==> src/rtl/keypad_hex_entry_pkg.sv <==
// Shared encodings and small helpers for the hex keypad entry block.
package keypad_hex_entry_pkg;

  // State encodings; the enum below is built on these values.
  localparam logic [1:0] SCAN     = 2'd0;
  localparam logic [1:0] PRESS_DB = 2'd1;
  localparam logic [1:0] HELD     = 2'd2;

  typedef enum logic [1:0] {
    StScan    = SCAN,
    StPressDb = PRESS_DB,
    StHeld    = HELD
  } state_e;

  // First column driven after reset; rows read all-ones when nothing is pressed.
  localparam logic [3:0] COL_RESET = 4'b1110;
  localparam logic [3:0] ROW_IDLE  = 4'b1111;

  // Position of the single 0 in a one-cold column vector.
  function automatic logic [1:0] cold_index(input logic [3:0] v);
    logic [1:0] idx;
    idx = 2'd0;
    unique case (v)
      4'b1110: idx = 2'd0;
      4'b1101: idx = 2'd1;
      4'b1011: idx = 2'd2;
      4'b0111: idx = 2'd3;
      default: idx = 2'd0;
    endcase
    return idx;
  endfunction

  // Advance the one-cold column drive: 1110 -> 1101 -> 1011 -> 0111 -> 1110.
  function automatic logic [3:0] col_rotate(input logic [3:0] v);
    return {v[2:0], v[3]};
  endfunction

endpackage

==> src/rtl/keypad_row_decode.sv <==
// Classifies the synchronised (active-low) row lines: a single low bit is a
// hit with its row index, all-ones is idle, anything else is a ghost.
module keypad_row_decode
  import keypad_hex_entry_pkg::*;
(
  input  logic [3:0] row_i,
  output logic       hit_o,
  output logic       ghost_o,
  output logic [1:0] row_idx_o
);

  // One-cold patterns are hits; every other non-idle pattern is a ghost.
  always_comb begin
    hit_o     = 1'b0;
    ghost_o   = 1'b0;
    row_idx_o = 2'd0;
    unique case (row_i)
      4'b1110: begin hit_o = 1'b1; row_idx_o = 2'd0; end
      4'b1101: begin hit_o = 1'b1; row_idx_o = 2'd1; end
      4'b1011: begin hit_o = 1'b1; row_idx_o = 2'd2; end
      4'b0111: begin hit_o = 1'b1; row_idx_o = 2'd3; end
      ROW_IDLE: ghost_o = 1'b0;
      default:  ghost_o = 1'b1;
    endcase
  end

endmodule

==> src/rtl/keypad_hex_entry.sv <==
// Scans a 4x4 hex keypad, debounces press and release, and shifts each
// accepted key code into a 16-bit value with the newest digit lowest.
module keypad_hex_entry
  import keypad_hex_entry_pkg::*;
#(
  parameter int unsigned SCAN_DIV = 1000,
  parameter int unsigned DEBOUNCE = 4
) (
  input  logic        IN_clk,
  input  logic        IN_rst,
  input  logic [3:0]  IN_row,
  input  logic        IN_clear,
  output logic [3:0]  OUT_col,
  output logic [15:0] OUT_value,
  output logic        OUT_key_valid,
  output logic [3:0]  OUT_key_code
);

  localparam logic [15:0] SlotLast = 16'(SCAN_DIV - 1);
  localparam logic [3:0]  DbLast   = 4'(DEBOUNCE - 1);

  logic [3:0]  sync1_q;
  logic [3:0]  sync2_q;
  logic [3:0]  row_s;
  logic [15:0] slot_q;
  logic        tick;

  logic        hit;
  logic        ghost;
  logic        quiet;
  logic [1:0]  row_idx;
  logic [3:0]  key_code;
  logic        accept;

  state_e      state_q;
  logic [3:0]  col_q;
  logic [3:0]  ref_q;
  logic [3:0]  db_q;
  logic        valid_q;
  logic [3:0]  code_q;
  logic [15:0] value_q;

  // Two-flop synchroniser for the asynchronous row lines (idle = all ones).
  always_ff @(posedge IN_clk or posedge IN_rst) begin
    if (IN_rst) begin
      sync1_q <= ROW_IDLE;
      sync2_q <= ROW_IDLE;
    end else begin
      sync1_q <= IN_row;
      sync2_q <= sync1_q;
    end
  end

  assign row_s = sync2_q;

  // Column slot counter; tick marks the last clock of each slot.
  always_ff @(posedge IN_clk or posedge IN_rst) begin
    if (IN_rst) begin
      slot_q <= '0;
    end else if (tick) begin
      slot_q <= '0;
    end else begin
      slot_q <= slot_q + 16'd1;
    end
  end

  assign tick = (slot_q == SlotLast);

  keypad_row_decode u_row_decode (
    .row_i     (row_s),
    .hit_o     (hit),
    .ghost_o   (ghost),
    .row_idx_o (row_idx)
  );

  // Ghosts are indistinguishable from idle for scanning and release purposes.
  assign quiet    = ~hit | ghost;
  assign key_code = {row_idx, cold_index(col_q)};
  // The DEBOUNCE-th matching sample of the captured pattern accepts the key.
  assign accept   = tick && (state_q == StPressDb) && (row_s == ref_q) && (db_q == DbLast);

  // Scan / press-debounce / held FSM with registered column, pulse and code.
  always_ff @(posedge IN_clk or posedge IN_rst) begin
    if (IN_rst) begin
      state_q <= StScan;
      col_q   <= COL_RESET;
      ref_q   <= ROW_IDLE;
      db_q    <= 4'd0;
      valid_q <= 1'b0;
      code_q  <= 4'd0;
    end else begin
      valid_q <= 1'b0;
      if (tick) begin
        unique case (state_q)
          StScan: begin
            if (hit) begin
              state_q <= StPressDb;
              db_q    <= 4'd1;
              ref_q   <= row_s;
            end else begin
              col_q <= col_rotate(col_q);
            end
          end
          StPressDb: begin
            if (row_s == ref_q) begin
              if (accept) begin
                state_q <= StHeld;
                db_q    <= 4'd0;
                valid_q <= 1'b1;
                code_q  <= key_code;
              end else begin
                db_q <= db_q + 4'd1;
              end
            end else begin
              // Bounce: rescan from the same column on the next tick.
              state_q <= StScan;
              db_q    <= 4'd0;
            end
          end
          StHeld: begin
            // Any activity restarts the release count; no auto-repeat.
            if (quiet) begin
              if (db_q == DbLast) begin
                state_q <= StScan;
                db_q    <= 4'd0;
                col_q   <= col_rotate(col_q);
              end else begin
                db_q <= db_q + 4'd1;
              end
            end else begin
              db_q <= 4'd0;
            end
          end
          default: begin
            state_q <= StScan;
            db_q    <= 4'd0;
          end
        endcase
      end
    end
  end

  // Entered value shift register; a clear on the accept edge drops the key.
  always_ff @(posedge IN_clk or posedge IN_rst) begin
    if (IN_rst) begin
      value_q <= 16'd0;
    end else if (IN_clear) begin
      value_q <= 16'd0;
    end else if (accept) begin
      value_q <= {value_q[11:0], key_code};
    end
  end

  assign OUT_col       = col_q;
  assign OUT_value     = value_q;
  assign OUT_key_valid = valid_q;
  assign OUT_key_code  = code_q;

endmodule

==> config.mk <==
export PLATFORM = sky130hd
export DESIGN_NAME = keypad_hex_entry
export DESIGN_NICKNAME = d
export VERILOG_FILES = /design/src/rtl/keypad_hex_entry_pkg.sv /design/src/rtl/keypad_row_decode.sv /design/src/rtl/keypad_hex_entry.sv
export SDC_FILE = /design/constraint.sdc
export NUM_CORES = 1
export LEC_CHECK = 0
export CORE_UTILIZATION = 40
export DETAILED_ROUTE_END_ITERATION = 10
export SLEW_MARGIN = 20
export SYNTH_ARGS = -nofsm -noshare
export SYNTH_HDL_FRONTEND = slang
export SYNTH_SLANG_ARGS = --single-unit
==> constraint.sdc <==
create_clock -name IN_clk -period 3.4 [get_ports IN_clk]
set_clock_uncertainty 0.2 [all_clocks]
set_input_delay 0.68 -clock IN_clk [delete_from_list [all_inputs] [get_ports IN_clk]]
set_output_delay 0.68 -clock IN_clk [all_outputs]
set_load 0.01 [all_outputs]
After elaboration in Yosys (flattened, before gate mapping)

Index checks and enable logic that the tools add are counted.
Widths: inputs -> output; s select.

Add/sub/neg operators: 2
$mul: 0
Divide/modulo/power cells: 0
Magnitude comparators: 0
Equal/unequal tests: 18
Shift operators: 0
Multiplexer cells: 27
Bitwise gates (word level): 2
Reduce and logical (&&, ||, !) cells: 13

Operators with widths:

| operator              | number |
|---|---|
| $mux 16               | 3 |
| $mux 4                | 8 |
| $eq 4x4->1 const B    | 6 |
| $pmux 2 s3            | 3 |
| $add 16x1->16 const B | 1 |
| $eq 16x10->1 const B  | 1 |
| $pmux 4 s3            | 1 |
| $mux 2                | 5 |
| $reduce_and 5->1      | 2 |
| $eq 4x3->1 const B    | 2 |
| $ne 2x2->1 const B    | 4 |
| $pmux 4 s2            | 1 |
| $mux 1                | 6 |
| $reduce_or 5->1       | 1 |
| $add 4x1->4 const B   | 1 |
| $eq 4x2->1 const B    | 1 |
| $eq 4x4->1            | 1 |
| $reduce_and 4->1      | 1 |
| $reduce_bool 2->1     | 2 |
| $reduce_or 4->1       | 1 |
| $logic_and 1x1->1     | 3 |
| $ne 3x3->1 const B    | 1 |
| $reduce_and 3->1      | 1 |
| $eq 2x1->1 const B    | 1 |
| other kinds (5)       | 5 |

Register bits: 59
Latch bits: 0
Bits in writable memories: 0
ROM bits: 0
Input bits: 7
Memories kept: 0

Logic depth before layout (Yosys ltp)

Depth in word-level cells: 8
Gate-level depth with buffers: 9
Depth with buffers taken out: 6

Cells and area by module

A second synthesis with hierarchy kept.

Cells, all modules: 240
Area, all modules: 2607.5 µm²

Modules (own cells, without submodules):

| module            | times used | cells each | area an instance (µm²) | sequential area each (µm²) |
|---|---|---|---|---|
| keypad_hex_entry  | 1          | 228        | 2522.4                 | 1495.2 |
| keypad_row_decode | 1          | 12         | 85.1                   | 0.0 |

Worst setup path after synthesis

OpenSTA, ideal clock, no wires.

Path type: register to register
Start point: register slot_q[13]
End point: register ref_q[0]
Setup time: 0.082 ns
Data arrival time: 2.338 ns
Path slack: 0.779 ns
Stages on the path, launching flop included: 6
Clock period less this slack: 2.621 ns
Cell sequence: dfrtp_1 or4_4 or4_4 or4b_1 buf_2 mux2_4

Word-level cells in the longest chain between the ends: 2

RTL lines:

| what                              | RTL line               | text |
|---|---|---|
| start: declaration                | keypad_hex_entry.sv:25 | `logic [15:0] slot_q;` |
| start signal: assignment          | keypad_hex_entry.sv:63 | `slot_q <= slot_q + 16'd1;` |
| $eq 16x10->1                      | keypad_hex_entry.sv:67 | `assign tick = (slot_q == SlotLast);` |
| $reduce_and 3->1 (no source line) | n/a                    |  |
| end signal: assignment            | keypad_hex_entry.sv:99 | `ref_q <= row_s;` |
| end: declaration                  | keypad_hex_entry.sv:37 | `logic [3:0] ref_q;` |

No other way between the ends.
A chain may end at the register's enable or synchronous reset.

Worst setup path after layout

Start point: register slot_q[12]
End point: register ref_q[0]

Same word-level chain as after synthesis.

==> results.toml <==
[die]
initial_core_util_pct = 42.28
num_rows = 28
core_area_um2 = 6061
ioPinCount = 32
die_h_um = 82.04
dieWidth_um = 82.04
die-area_um2 = 6731

[critical_path]
cp-start-kind = "flop"
cp_num_cells = 4
reg2reg_from = "slot_q[12]"
cp_max_fo = 6
cp-startpoint = "slot_q[12]"
crit_top_cell = "or4_4"
critPathSlowestCell = "or4b_1"
critical_path.max_stage_delay_ps = 630
r2r_cells = 4
critical_path_arrival_ps = 2790
crit_type = "reg -> reg"
worstSetupEndpoint = "ref_q[0]"
crit_chain = "or4_4 -> or4_4 -> or4b_1 -> mux2_4"
r2r_setup_slack_ps = 670
worstPathRequired_ps = 3450
end_kind = "flop"
critPathTopFamily = "simple AND/OR/NAND/NOR gates"
cp.buffers_inverters = 0
r2r_end = "ref_q[0]"

[logic_synthesis]
yosys-top-cells-count = "nand2_1 (47), dfrtp_1 (44), a21oi_1 (17), dfstp_2 (15), xor2_1 (15)"
yosys_warnings = 0
synth_area_leader_cell = "dfrtp_1"
async_flop_share_pct = 100.0
avgSynthCellArea_um2 = 10.72
syn_inst = 239
yosysMostFrequentCell = "nand2_1"
netlist.area_leader.share_pct = 42.97
syn_nets = 248
synthesis.area_um2 = 2562
yosys_register_bits = 59
ys_top_cells_by_area = "dfrtp_1 (43%), dfstp_2 (15%), nand2_1 (6.9%)"
synth_edf_count = 0
seq_area_frac_synth_pct = 58.35
netlist-cell-type-count = 36
synth_ff_type = "dfrtp_1"

[placed_design]
placed_area_um2 = 2953
routabilityCongestion = 0.7575
place_hpwl_um = 3258
port_buffers = 31

[run_status]
status = "completed"

[run]
max_cap_viol_count = 0

[finish]
nNetsFinal = 282
finalInstanceArea_um2 = 3161
num_antenna_cells = 0
area_delta_synth_final_pct = 23.34
drive_above_1_share_pct = 17.63
num-fill-cells = 567

[timing]
post-route-min-period_ps = 2732
min_period_over_period_pct = 80.37
hold_viol = 0
fin_tns_setup_ps = 0
holdWs_ps = 152.1
rsz0062_at_grt = "false"
drv_slew = 0
tightest_slew_ps = 592.3
setup_violations = 0
clock.fmax_ghz = 0.3660
slew_headroom_pct = 60.39

[cts]
cts.sinks = 59
cts_setup_buffers = 0
cts_tree = "yes"
clk-insertion-delay-late_ps = 330
root_buffer = "clkbuf_8"
cts.path.max_buffers = 2
h-tree-depth = 3
cts_buffers = 9
path_clk_slew_ps = 60
post_cts_resized = 0
cts_hold_buf = 0

[pwr]
power_mw = 1.408
power.leakage_nw = 1.400
max-vdd-ir-drop_uv = 395.2
powerDensity_nw_per_um2 = 445.6

[route]
drc = 0
ant_nets = 0
first_pass_iters = 4
drt_wl_total_um = 4801
vias = 1770
vias_per_cell = 5.014
wl_per_cell_um = 13.60
drtIter0Drc = 74

[grt]
grt_max_degree = 23
grt_pass1_wl_um = 8107
grt_antenna_before_repair = 0
grt_pass1_vias = 1705
grt_util_all_layers_pct = 16.55
grt-ovfl-total = 0

[worst_hold_path]
hp-class = "reg -> reg"
[state kept, by name (all words and copies together) (netlist names)]
register       flops
OUT_value         16
slot_q            16
OUT_col            4
OUT_key_code       4
db_q               4
ref_q              4
row_s              4
sync1_q            4
state_q            2
OUT_key_valid      1
[per-stage QoR]
stage | setup slack [ps] | cells | util [%]
after global placement | 701.6 | 337 | 48.72
after global routing | 613.1 | 353 | 52.15
after detailed placement | 680.7 | 337 | 48.72
after CTS | 671.4 | 353 | 52.15
final | 667.6 | 353 | 52.15
after floorplan | 779.5 | 239 | -
[kinds of logic (layout without fill, tap and decap cells)]
group	count (synthesis)	after routing	synth area share [%]
and+or+nand+nor	100	100	19.73
DFF	59	59	58.35
AOI/OAI and AO/OA	32	32	6.983
xor gates and xnor gates	20	20	6.836
buffers and inverters	17	56	2.588
muxes	9	9	4.541
adders and majority gates	2	2	0.9764
[layout make-up]
type | count | area (um^2) | share of cell area (%)
Clock buffer | 14 | 172.7 | 5.463
Clock inverter | 2 | 35.03 | 1.108
Inverter | 4 | 15.01 | 0.4751
Multi-Input combinational cell | 163 | 1001 | 31.67
Sequential cell | 59 | 1495 | 47.31
Tap cell | 75 | 93.84 | 2.969
Timing Repair Buffer | 36 | 347.8 | 11.01
[cell usage in the layout, fill, tap and decap left out, drive strengths merged, types with 2 or more instances in the layout]
master,n
xor2,15
clkbuf,14
nand3,9
nor3,4
xnor2,5
and4,2
or4,2
nand4,6
dfstp,15
inv,4
and3,8
a21oi,17
mux2,9
ha,2
nor4,2
nand2,47
clkdlybuf4s50,31
nand4b,4
o21ai,9
nor2,10
buf,5
dfrtp,44
[layer usage]
metal,vias up,wire length [um],track usage [%],part of all wire (%)
met5,-,0,0,0
met4,0,42,6.842,0.87
met3,4,200,6.333,4.2
met2,30,2083,23.22,43
met1,844,2474,22.66,52
li1,892,-,-,-
[report_power, final]
| part | switching, mW | leakage (nW) | total (mW) | internal [mW] |
|---|---|---|---|---|
| clock network | 0.260 | 0.107 | 0.658 | 0.398 |
| logic | 0.0212 | 0.536 | 0.0332 | 0.0120 |
| registers | 0.00545 | 0.757 | 0.717 | 0.711 |
[worst min path at each step]
stage	startpoint	to	slack, ps	cells after the start
floorplan	sync1_q[0]	row_s[0]	150	0
global placement	sync1_q[2]	row_s[2]	150	0
detailed placement	sync1_q[1]	row_s[1]	150	0
CTS	sync1_q[3]	row_s[3]	150	0
global route	sync1_q[3]	row_s[3]	160	0
finish	sync1_q[3]	row_s[3]	150	0
[worst reg2reg max path, stage by stage (launching register included)]
cell and delay [ps]:
dfrtp_1 420, or4_4 530, or4_4 530, or4b_1 630
mux2_4 340
Note: power is estimated with default switching activity, not from simulation.
